### src/rtl/key_event_pkg.sv
// Shared types and sizing helpers for the multi-key event generator.
package key_event_pkg;

  typedef enum logic [1:0] {
    IDLE   = 2'd0,
    HOLD   = 2'd1,
    REPEAT = 2'd2
  } key_state_e;

  localparam int DEFAULT_CLK_HZ = 100_000_000;
  localparam int MS_DIV         = DEFAULT_CLK_HZ / 1000;

  function automatic int ms_div(input int clk_hz);
    return clk_hz / 1000;
  endfunction

  // Width able to hold 0..max_count, never narrower than one bit.
  function automatic int cnt_w(input int max_count);
    int w;
    w = $clog2(max_count + 1);
    return (w < 1) ? 1 : w;
  endfunction

  function automatic int max2(input int a, input int b);
    return (a > b) ? a : b;
  endfunction

endpackage

### src/rtl/key_event_gen_channel.sv
// One key channel: tick-based debounce followed by the press/long/repeat FSM.
// state  | meaning
// IDLE   | key released, no hold timing running
// HOLD   | key pressed, counting ticks towards long_press
// REPEAT | long_press issued, counting ticks between repeat pulses
module key_channel
  import key_event_pkg::*;
#(
  parameter int DEBOUNCE_MS = 20,
  parameter int LONG_MS     = 1000,
  parameter int REPEAT_MS   = 200
) (
  input  logic clk,
  input  logic rst,
  input  logic tick,
  input  logic sample,
  output logic key_level,
  output logic press,
  output logic release_evt,
  output logic long_press,
  output logic repeat_evt
);

  localparam int DW = cnt_w(DEBOUNCE_MS);
  localparam int HW = cnt_w(max2(LONG_MS, REPEAT_MS));
  localparam logic [DW-1:0] D_TC = DW'(DEBOUNCE_MS - 1);
  localparam logic [HW-1:0] L_TC = HW'(LONG_MS - 1);
  localparam logic [HW-1:0] R_TC = HW'((REPEAT_MS > 0) ? REPEAT_MS - 1 : 0);

  logic            stable;
  logic            stable_nx;
  logic            accept;
  logic            rise;
  logic            fall;
  logic [DW-1:0]   dcnt;
  logic [HW-1:0]   hcnt;
  key_state_e      state;

  // FSM reacts to the level that stable is about to take, so a release
  // accepted on a tick suppresses any long/repeat due on that same tick.
  assign accept    = tick && (sample != stable) && (dcnt == D_TC);
  assign stable_nx = accept ? sample : stable;
  assign rise      = stable_nx & ~stable;
  assign fall      = ~stable_nx & stable;

  always_ff @(posedge clk) begin
    if (rst) begin
      stable      <= 1'b0;
      dcnt        <= '0;
      hcnt        <= '0;
      state       <= IDLE;
      key_level   <= 1'b0;
      press       <= 1'b0;
      release_evt <= 1'b0;
      long_press  <= 1'b0;
      repeat_evt  <= 1'b0;
    end else begin
      key_level   <= stable;
      press       <= stable & ~key_level;
      release_evt <= ~stable & key_level;
      long_press  <= 1'b0;
      repeat_evt  <= 1'b0;
      stable      <= stable_nx;

      if (sample == stable) begin
        dcnt <= '0;
      end else if (tick) begin
        dcnt <= (dcnt == D_TC) ? '0 : dcnt + 1'b1;
      end

      if (fall) begin
        state <= IDLE;
        hcnt  <= '0;
      end else begin
        case (state)
          IDLE: begin
            if (rise) begin
              state <= HOLD;
              hcnt  <= '0;
            end
          end
          HOLD: begin
            if (tick) begin
              if (hcnt == L_TC) begin
                long_press <= 1'b1;
                state      <= REPEAT;
                hcnt       <= '0;
              end else begin
                hcnt <= hcnt + 1'b1;
              end
            end
          end
          REPEAT: begin
            if ((REPEAT_MS > 0) && tick) begin
              if (hcnt == R_TC) begin
                repeat_evt <= 1'b1;
                hcnt       <= '0;
              end else begin
                hcnt <= hcnt + 1'b1;
              end
            end
          end
          default: begin
            state <= IDLE;
            hcnt  <= '0;
          end
        endcase
      end
    end
  end

endmodule

### src/rtl/key_event_gen.sv
// Multi-key front end: shared ms prescaler, per-key synchroniser and channel.
// release/repeat are reserved words, hence the release_evt/repeat_evt names.
module key_event_gen
  import key_event_pkg::*;
#(
  parameter int NUM_KEYS    = 4,
  parameter int CLK_HZ      = 100_000_000,
  parameter int DEBOUNCE_MS = 20,
  parameter int LONG_MS     = 1000,
  parameter int REPEAT_MS   = 200,
  parameter int ACTIVE_LOW  = 0
) (
  input  logic                clk,
  input  logic                rst,
  input  logic [NUM_KEYS-1:0] key_in,
  output logic [NUM_KEYS-1:0] key_level,
  output logic [NUM_KEYS-1:0] press,
  output logic [NUM_KEYS-1:0] release_evt,
  output logic [NUM_KEYS-1:0] long_press,
  output logic [NUM_KEYS-1:0] repeat_evt
);

  localparam int DIV = ms_div(CLK_HZ);
  localparam int PW  = cnt_w(DIV - 1);
  localparam logic [PW-1:0] P_TC = PW'(DIV - 1);

  logic [PW-1:0]       pcnt;
  logic                tick;
  logic [NUM_KEYS-1:0] sync1;
  logic [NUM_KEYS-1:0] sync2;

  assign tick = (pcnt == P_TC);

  always_ff @(posedge clk) begin
    if (rst) begin
      pcnt <= '0;
    end else begin
      pcnt <= tick ? '0 : pcnt + 1'b1;
    end
  end

  // Polarity is folded in before the synchroniser so everything after it is 1 = pressed.
  always_ff @(posedge clk) begin
    if (rst) begin
      sync1 <= '0;
      sync2 <= '0;
    end else begin
      sync1 <= key_in ^ {NUM_KEYS{(ACTIVE_LOW != 0)}};
      sync2 <= sync1;
    end
  end

  for (genvar i = 0; i < NUM_KEYS; i++) begin : g_key
    key_channel #(
      .DEBOUNCE_MS (DEBOUNCE_MS),
      .LONG_MS     (LONG_MS),
      .REPEAT_MS   (REPEAT_MS)
    ) u_channel (
      .clk         (clk),
      .rst         (rst),
      .tick        (tick),
      .sample      (sync2[i]),
      .key_level   (key_level[i]),
      .press       (press[i]),
      .release_evt (release_evt[i]),
      .long_press  (long_press[i]),
      .repeat_evt  (repeat_evt[i])
    );
  end

endmodule
### config.mk
export PLATFORM = sky130hd
export DESIGN_NAME = key_event_gen
export DESIGN_NICKNAME = d
export VERILOG_FILES = /design/src/rtl/key_event_pkg.sv /design/src/rtl/key_event_gen_channel.sv /design/src/rtl/key_event_gen.sv
export SDC_FILE = /design/constraint.sdc
export NUM_CORES = 1
export LEC_CHECK = 0
export BUFFER_PORTS_ARGS = -buffer_cell sky130_fd_sc_hd__buf_2
export CAP_MARGIN = 20
export CORE_MARGIN = 2
export CORE_UTILIZATION = 55
export CTS_BUF_LIST = sky130_fd_sc_hd__clkbuf_16
export CTS_CLUSTER_SIZE = 16
export DETAILED_ROUTE_END_ITERATION = 10
export GPL_ROUTABILITY_DRIVEN = 1
export PLACE_DENSITY = 0.72
export RECOVER_POWER = 100
export SLEW_MARGIN = 20
export SYNTH_ARGS = -nofsm -noshare
export SYNTH_HDL_FRONTEND = slang
export SYNTH_SLANG_ARGS = --single-unit
### constraint.sdc
create_clock -name clk -period 2.8 [get_ports clk]
set_clock_uncertainty 0.05 [all_clocks]
set_input_delay 0.14 -clock clk [delete_from_list [all_inputs] [get_ports clk]]
set_output_delay 0.14 -clock clk [all_outputs]
set_load 0.1 [all_outputs]
==> results.py, run 1 <==
metrics = {
    "cells_and_area": {
        "layout.nets": 724,
        "drive_gt1_frac": 0.0889,
        "final_util": 0.640,
        "n_fill_cell": 907,
        "syn2layout_area_growth_pct": 12.1,
        "diodes": 0,
    },
    "detailed_routing": {
        "routed_via_density": 6.03,
        "drtPass1Iterations": 7,
        "drtIter0Drc": 320,
        "via_count": 5097,
        "drc": 0,
        "wire_per_inst_um": 14.7,
        "drtAntennaViolNets": 0,
        "routed_wl_mm": 12.4,
    },
    "sta": {
        "rsz0062_at_grt": "no",
        "whs_ns": 0.381,
        "slew_headroom": 0.175,
        "setup_viol": 0,
        "fmax_ghz": 0.370,
        "finalCriticalPeriod_ns": 2.70,
        "setup_slack_ns": 0.0982,
        "slew_violations": 0,
        "fin_setup_tns_ns": 0,
        "worst_slew_pin_slew_ns": 1.24,
        "min_period_over_period": 0.965,
        "final_hold_viol_count": 0,
    },
    "yosys": {
        "synthTopCellsByArea": "dfxtp_1 (39%), ha_1 (4.4%), nor2_1 (3.5%)",
        "synth_common_cells": "dfxtp_1 (117), nor2_1 (56), nand2_1 (53), nand4_1 (26), nand3_1 (24)",
        "ys_seq_area_frac": 0.394,
        "netlist_area_um2": 5940,
        "async_reset_ff_frac": 0,
        "synth_top_area_frac": 0.394,
        "synth_top_cell_by_area": "dfxtp_1",
        "synth_most_common_cell": "dfxtp_1",
        "synthCells": 674,
        "ys.flop_type": "dfxtp_1",
        "synth-xor-area-share": 0.0413,
        "synth_nets": 701,
        "synth_fa_ha_area_frac": 0.0442,
        "ys_warn_count": 0,
        "synthDistinctLibCells": 68,
        "synth_area_per_cell_um2": 8.82,
        "yosys.area_share.simple": 0.270,
        "synth-seq-cells": 117,
        "synth_edf_count": 0,
        "muxShareOfSynthArea": 0.0101,
        "synth_top_family_by_area": "simple AND/OR/NAND/NOR gates",
        "synth_compound_area_frac": 0.180,
    },
    "setup_path": {
        "ff2ff_path_depth": 6,
        "required_ns": 3.06,
        "crit_path_start_kind": "register",
        "max_stage_delay_ns": 0.59,
        "crit_type": "register to register",
        "slowest_stage": "or4_1",
        "cp.arrival_ns": 2.96,
        "cp_max_fo": 25,
        "path_cells": "or4b_4, or4_1, buf_12, o21a_1, a211o_1, a32o_1",
        "critPathCaptureType": "register",
    },
    "clocking": {
        "h-tree-depth": 4,
        "cts_buffer_depth": 2,
        "cts.sinks": 117,
        "tritoncts": "built",
        "clk_pin_slew_worst_paths_ns": 0.06,
        "clock_latency_ns": 0.42,
        "cts_buffers": 17,
        "cts-root-buf": "clkbuf_16",
    },
    "global_routing": {
        "overflow": 0,
        "grt_antenna_before_repair": 0,
        "grt_pass1_wl_mm": 21.4,
        "grt_pass1_vias": 4729,
        "grt_max_degree": 27,
        "grt_usage": 0.226,
    },
    "placed_design": {
        "portBuffers": 25,
        "dpl.hpwl_mm": 8.47,
        "dp_slack_ns": 0.0733,
        "gp_congestion": 0.890,
    },
    "floorplan": {
        "start_util": 0.571,
        "design.die.area_um2": 11700,
        "top_level_ports": 26,
        "die_h_um": 108,
        "num_rows": 37,
        "core-area_um2": 10400,
        "die_w_um": 108,
    },
    "run": {
        "maxCapViolCount": 0,
    },
    "worst_hold_path": {
        "worstHoldPathCells": 1,
        "hold_class": "register to register",
    },
    "power": {
        "power_leakage_nw": 2.38,
        "vdd_ir_drop_max_v": 0.000363,
        "powerDensity_nw_per_um2": 592,
        "finalPower_mw": 3.95,
    },
    "status": {
        "status": "finished clean",
    },
}
-- metal layers --
layer  up-vias  part of all wire  global-route usage
li1       2544                 -                   -
met1      2414              0.48               0.303
met2       128              0.47               0.355
met3        11             0.038              0.0561
met4         0             0.010              0.0778
met5         -                 0                   0
-- stage by stage --
step	cells	instance area (um^2)
2_1_floorplan	674	5940
6_report	845	6660
3_3_place_gp	808	6120
5_1_grt	845	6660
4_1_cts	843	6710
3_5_place_dp	808	6120
-- final timing paths --
kind,slack (ns),end,start
worst max-delay path,0.1,g_key[3].u_channel.hcnt[5],pcnt[7]
worst min-delay path,0.38,sync2[3],sync1[3]
worst max register to register,0.1,g_key[3].u_channel.hcnt[5],pcnt[7]
worst min register to register,0.38,sync2[3],sync1[3]
-- layout make-up --
type / instances / area [um^2] / share of cell area
multi-input cells: 491 / 3240 / 0.486
flip-flops and latches: 117 / 2340 / 0.351
clock buffers: 17 / 425 / 0.0638
repair buffers: 51 / 297 / 0.0445
well taps: 136 / 170 / 0.0255
clock inverters: 14 / 121 / 0.0182
inverters: 19 / 71.3 / 0.0107
-- state kept, by name (all words and copies together), names as in the netlist --
| name | count |
|---|---|
| g_key.u_channel.hcnt | 40 |
| g_key.u_channel.dcnt | 20 |
| pcnt | 17 |
| g_key.u_channel.state | 8 |
| g_key.u_channel.key_level | 4 |
| g_key.u_channel.long_press | 4 |
| g_key.u_channel.press | 4 |
| g_key.u_channel.release_evt | 4 |
| g_key.u_channel.repeat_evt | 4 |
| g_key.u_channel.stable | 4 |
| sync1 | 4 |
| sync2 | 4 |
-- cell usage in the layout (no fill, tap or decap), drive strengths merged, types with 8 or more instances in the layout --
master	instances
a21oi	22
a32o	16
and3	18
buf	20
clkbuf	44
dfxtp	117
ha	21
inv	21
nand2	53
nand3	24
nand4	26
nor2	56
nor2b	17
nor3	24
nor3b	16
nor4	12
o211ai	11
o21ai	19
o22ai	11
o31ai	12
or3	8
xnor2	10
xor2	18
-- cell families (layout without fill, tap and decap cells) --
family	count (synthesis)	after routing
multiplexers	6	6
AO/OA/AOI/OAI	146	146
buffers and inverters	66	101
flip-flops	117	117
AND/OR/NAND/NOR	290	290
adder cells (fa/ha/maj)	21	21
XOR/XNOR	28	28
-- power breakdown --
group	internal, mW	switching, mW	leakage [nW]	total (mW)
combinational	0.0826	0.162	1.17	0.245
sequential	1.68	0.0125	0.944	1.70
clock	1.28	0.730	0.269	2.01
-- worst max-delay path: cells and delay by family (launching register included) --
family          cells  cell delay [ns]
simple gates        2             1.09
flops               1             0.39
compound gates      3             0.88
buf+inv             1             0.19
-- timing repair --
| item | in CTS | in global routing |
|---|---|---|
| hold endpoints to repair | 4 | 0 |
| gates resized for setup | 0 | 3 |
| hold buffers | 4 | 0 |
| setup endpoints to repair | 0 | 8 |
| buffers inserted | 0 | 2 |
Note: power is estimated with default switching activity, not from simulation.
==> run 2, diff against run 1 <==
--- a/config.mk
+++ b/config.mk
@@ -13,6 +13,7 @@
 export CTS_CLUSTER_SIZE = 16
 export DETAILED_ROUTE_END_ITERATION = 10
 export GPL_ROUTABILITY_DRIVEN = 1
+export MAX_ROUTING_LAYER = met4
 export PLACE_DENSITY = 0.72
 export RECOVER_POWER = 100
 export SLEW_MARGIN = 20
==> run 2 against run 1 <==
Count of clock-buffer cells in the layout stayed put; hold slack about the same; sequential share of layout area unchanged; routed wire length hardly changed; non-clock buffer count did not move; cell area is the same; register-to-register slack barely moved; largest cell class unchanged; critical path type unchanged; clock power barely moved; critical path depth stayed put; combinational power barely moved.
==> results.py, run 2 (synthesis results as in run 1) <==
metrics = {
    "status": {
        "status": "finished clean",
    },
    "sta": {
        "fmax_ghz": 0.371,
        "rsz0062_at_grt": "no",
        "final_hold_viol_count": 0,
        "slew_headroom": 0.175,
        "slew_violations": 0,
        "setup_viol": 0,
        "min_period_over_period": 0.962,
        "setup_slack_ns": 0.107,
        "whs_ns": 0.381,
        "finalCriticalPeriod_ns": 2.69,
        "worst_slew_pin_slew_ns": 1.24,
        "fin_setup_tns_ns": 0,
    },
    "setup_path": {
        "worst-r2r-setup-slack_ns": 0.11,
        "cp_max_fo": 25,
        "crit_path_start_kind": "register",
        "critPathCaptureType": "register",
        "crit_type": "register to register",
        "ff2ff_path_depth": 6,
        "required_ns": 3.06,
        "cp.arrival_ns": 2.95,
    },
    "power": {
        "clkPwrFrac": 0.508,
        "swShare": 0.229,
        "power.share.sequential": 0.430,
        "p_switching_mw": 0.901,
        "power_leakage_nw": 2.38,
        "vdd_ir_drop_max_v": 0.000363,
        "finalPower_mw": 3.94,
        "powerDensity_nw_per_um2": 592,
        "intPower_mw": 3.04,
        "pwr-share-comb": 0.062,
    },
    "cells_and_area": {
        "final_common_cell": "dfxtp_1",
        "syn2layout_area_growth_pct": 12.1,
        "drive_gt1_frac": 0.0889,
        "largest_register": "g_key.u_channel.hcnt",
        "final_cell_mix": "dfxtp_1 (117), nor2_1 (56), nand2_1 (53)",
        "layout.nets": 724,
        "stdcell_count": 845,
        "largest_registers": "g_key.u_channel.hcnt x40, g_key.u_channel.dcnt x20, pcnt x17",
        "n_fill_cell": 907,
        "diodes": 0,
        "largest_reg_flops": 40,
    },
    "placed_design": {
        "dp_slack_ns": 0.0733,
        "gp_congestion": 0.905,
        "placed_cells": 808,
        "portBuffers": 25,
        "dpl.hpwl_mm": 8.47,
    },
    "detailed_routing": {
        "wire_per_inst_um": 14.7,
        "drtAntennaViolNets": 0,
        "via_count": 5092,
        "routed_wl_mm": 12.4,
        "routed_via_density": 6.03,
        "drtIter0Drc": 294,
        "drc": 0,
        "drtPass1Iterations": 7,
    },
    "clocking": {
        "cts.sinks": 117,
        "clk_pin_slew_worst_paths_ns": 0.06,
        "clock_latency_ns": 0.41,
        "tritoncts": "built",
        "cts_buffer_depth": 2,
        "h-tree-depth": 4,
        "cts-root-buf": "clkbuf_16",
        "cts_buffers": 17,
    },
    "floorplan": {
        "start_util": 0.571,
        "design.die.area_um2": 11700,
        "num_rows": 37,
        "core-area_um2": 10400,
        "die_h_um": 108,
        "die_w_um": 108,
        "top_level_ports": 26,
    },
    "global_routing": {
        "grt_usage": 0.232,
        "grt_pass1_wl_mm": 21.4,
        "grt_antenna_before_repair": 0,
        "overflow": 0,
        "grt_max_degree": 27,
        "grt_pass1_vias": 4727,
    },
    "worst_hold_path": {
        "worstHoldPathCells": 1,
        "hold_class": "register to register",
    },
    "run": {
        "maxCapViolCount": 0,
    },
}
run 2: timing repair:
action,in CTS,in global routing
hold endpoints to repair,4,0
setup endpoints to repair,0,8
hold buffers,4,0
resized for setup,0,3
buffers inserted,0,2
run 2: cell type report:
type                            instances  area (um^2)  share of cell area
Clock buffer                           17          425              0.0638
Clock inverter                         14          121              0.0182
Timing Repair Buffer                   51          297              0.0445
Sequential cell                       117         2340               0.351
Tap cell                              136          170              0.0255
Inverter                               19         71.3              0.0107
Multi-Input combinational cell        491         3240               0.486
run 2: critical path, stage by stage, from the launching register on:
cell,delay (ns)
dfxtp_1,0.39
or4b_4,0.50
or4_1,0.59
buf_12,0.19
o21a_1,0.31
a211o_1,0.31
a32o_1,0.25
run 2: path summary, 6_finish.rpt:
kind                           endpoint     start
min reg2reg                    sync2[3]  sync1[3]
min                            sync2[3]  sync1[3]
max          g_key[3].u_channel.hcnt[5]   pcnt[7]
max reg2reg  g_key[3].u_channel.hcnt[5]   pcnt[7]
run 2: metal layers:
metal | vias to the layer above | part of all wire | global-route usage
met1 | 2400 | 0.48 | 0.303
met3 | 10 | 0.041 | 0.0561
met4 | 0 | 0.012 | 0.0778
li1 | 2542 | - | -
met2 | 140 | 0.47 | 0.355
met5 | - | 0 | -
run 2: stage by stage:
stage	util	instance area, um^2
2_1_floorplan	-	5940
3_3_place_gp	0.588	6120
3_5_place_dp	0.588	6120
4_1_cts	0.644	6710
5_1_grt	0.640	6660
6_report	0.640	6660
run 2: power groups by stage:
| stage | clock network (mW) | registers, mW | logic (mW) |
|---|---|---|---|
| 2_1_floorplan | 0 | 1.73 | 0.192 |
| 3_3_place_gp | 0 | 1.73 | 0.227 |
| 3_5_place_dp | 0 | 1.73 | 0.237 |
| 4_1_cts | 2.04 | 1.70 | 0.243 |
| 5_1_grt | 2.13 | 1.70 | 0.272 |
| 6_report | 2.00 | 1.70 | 0.244 |
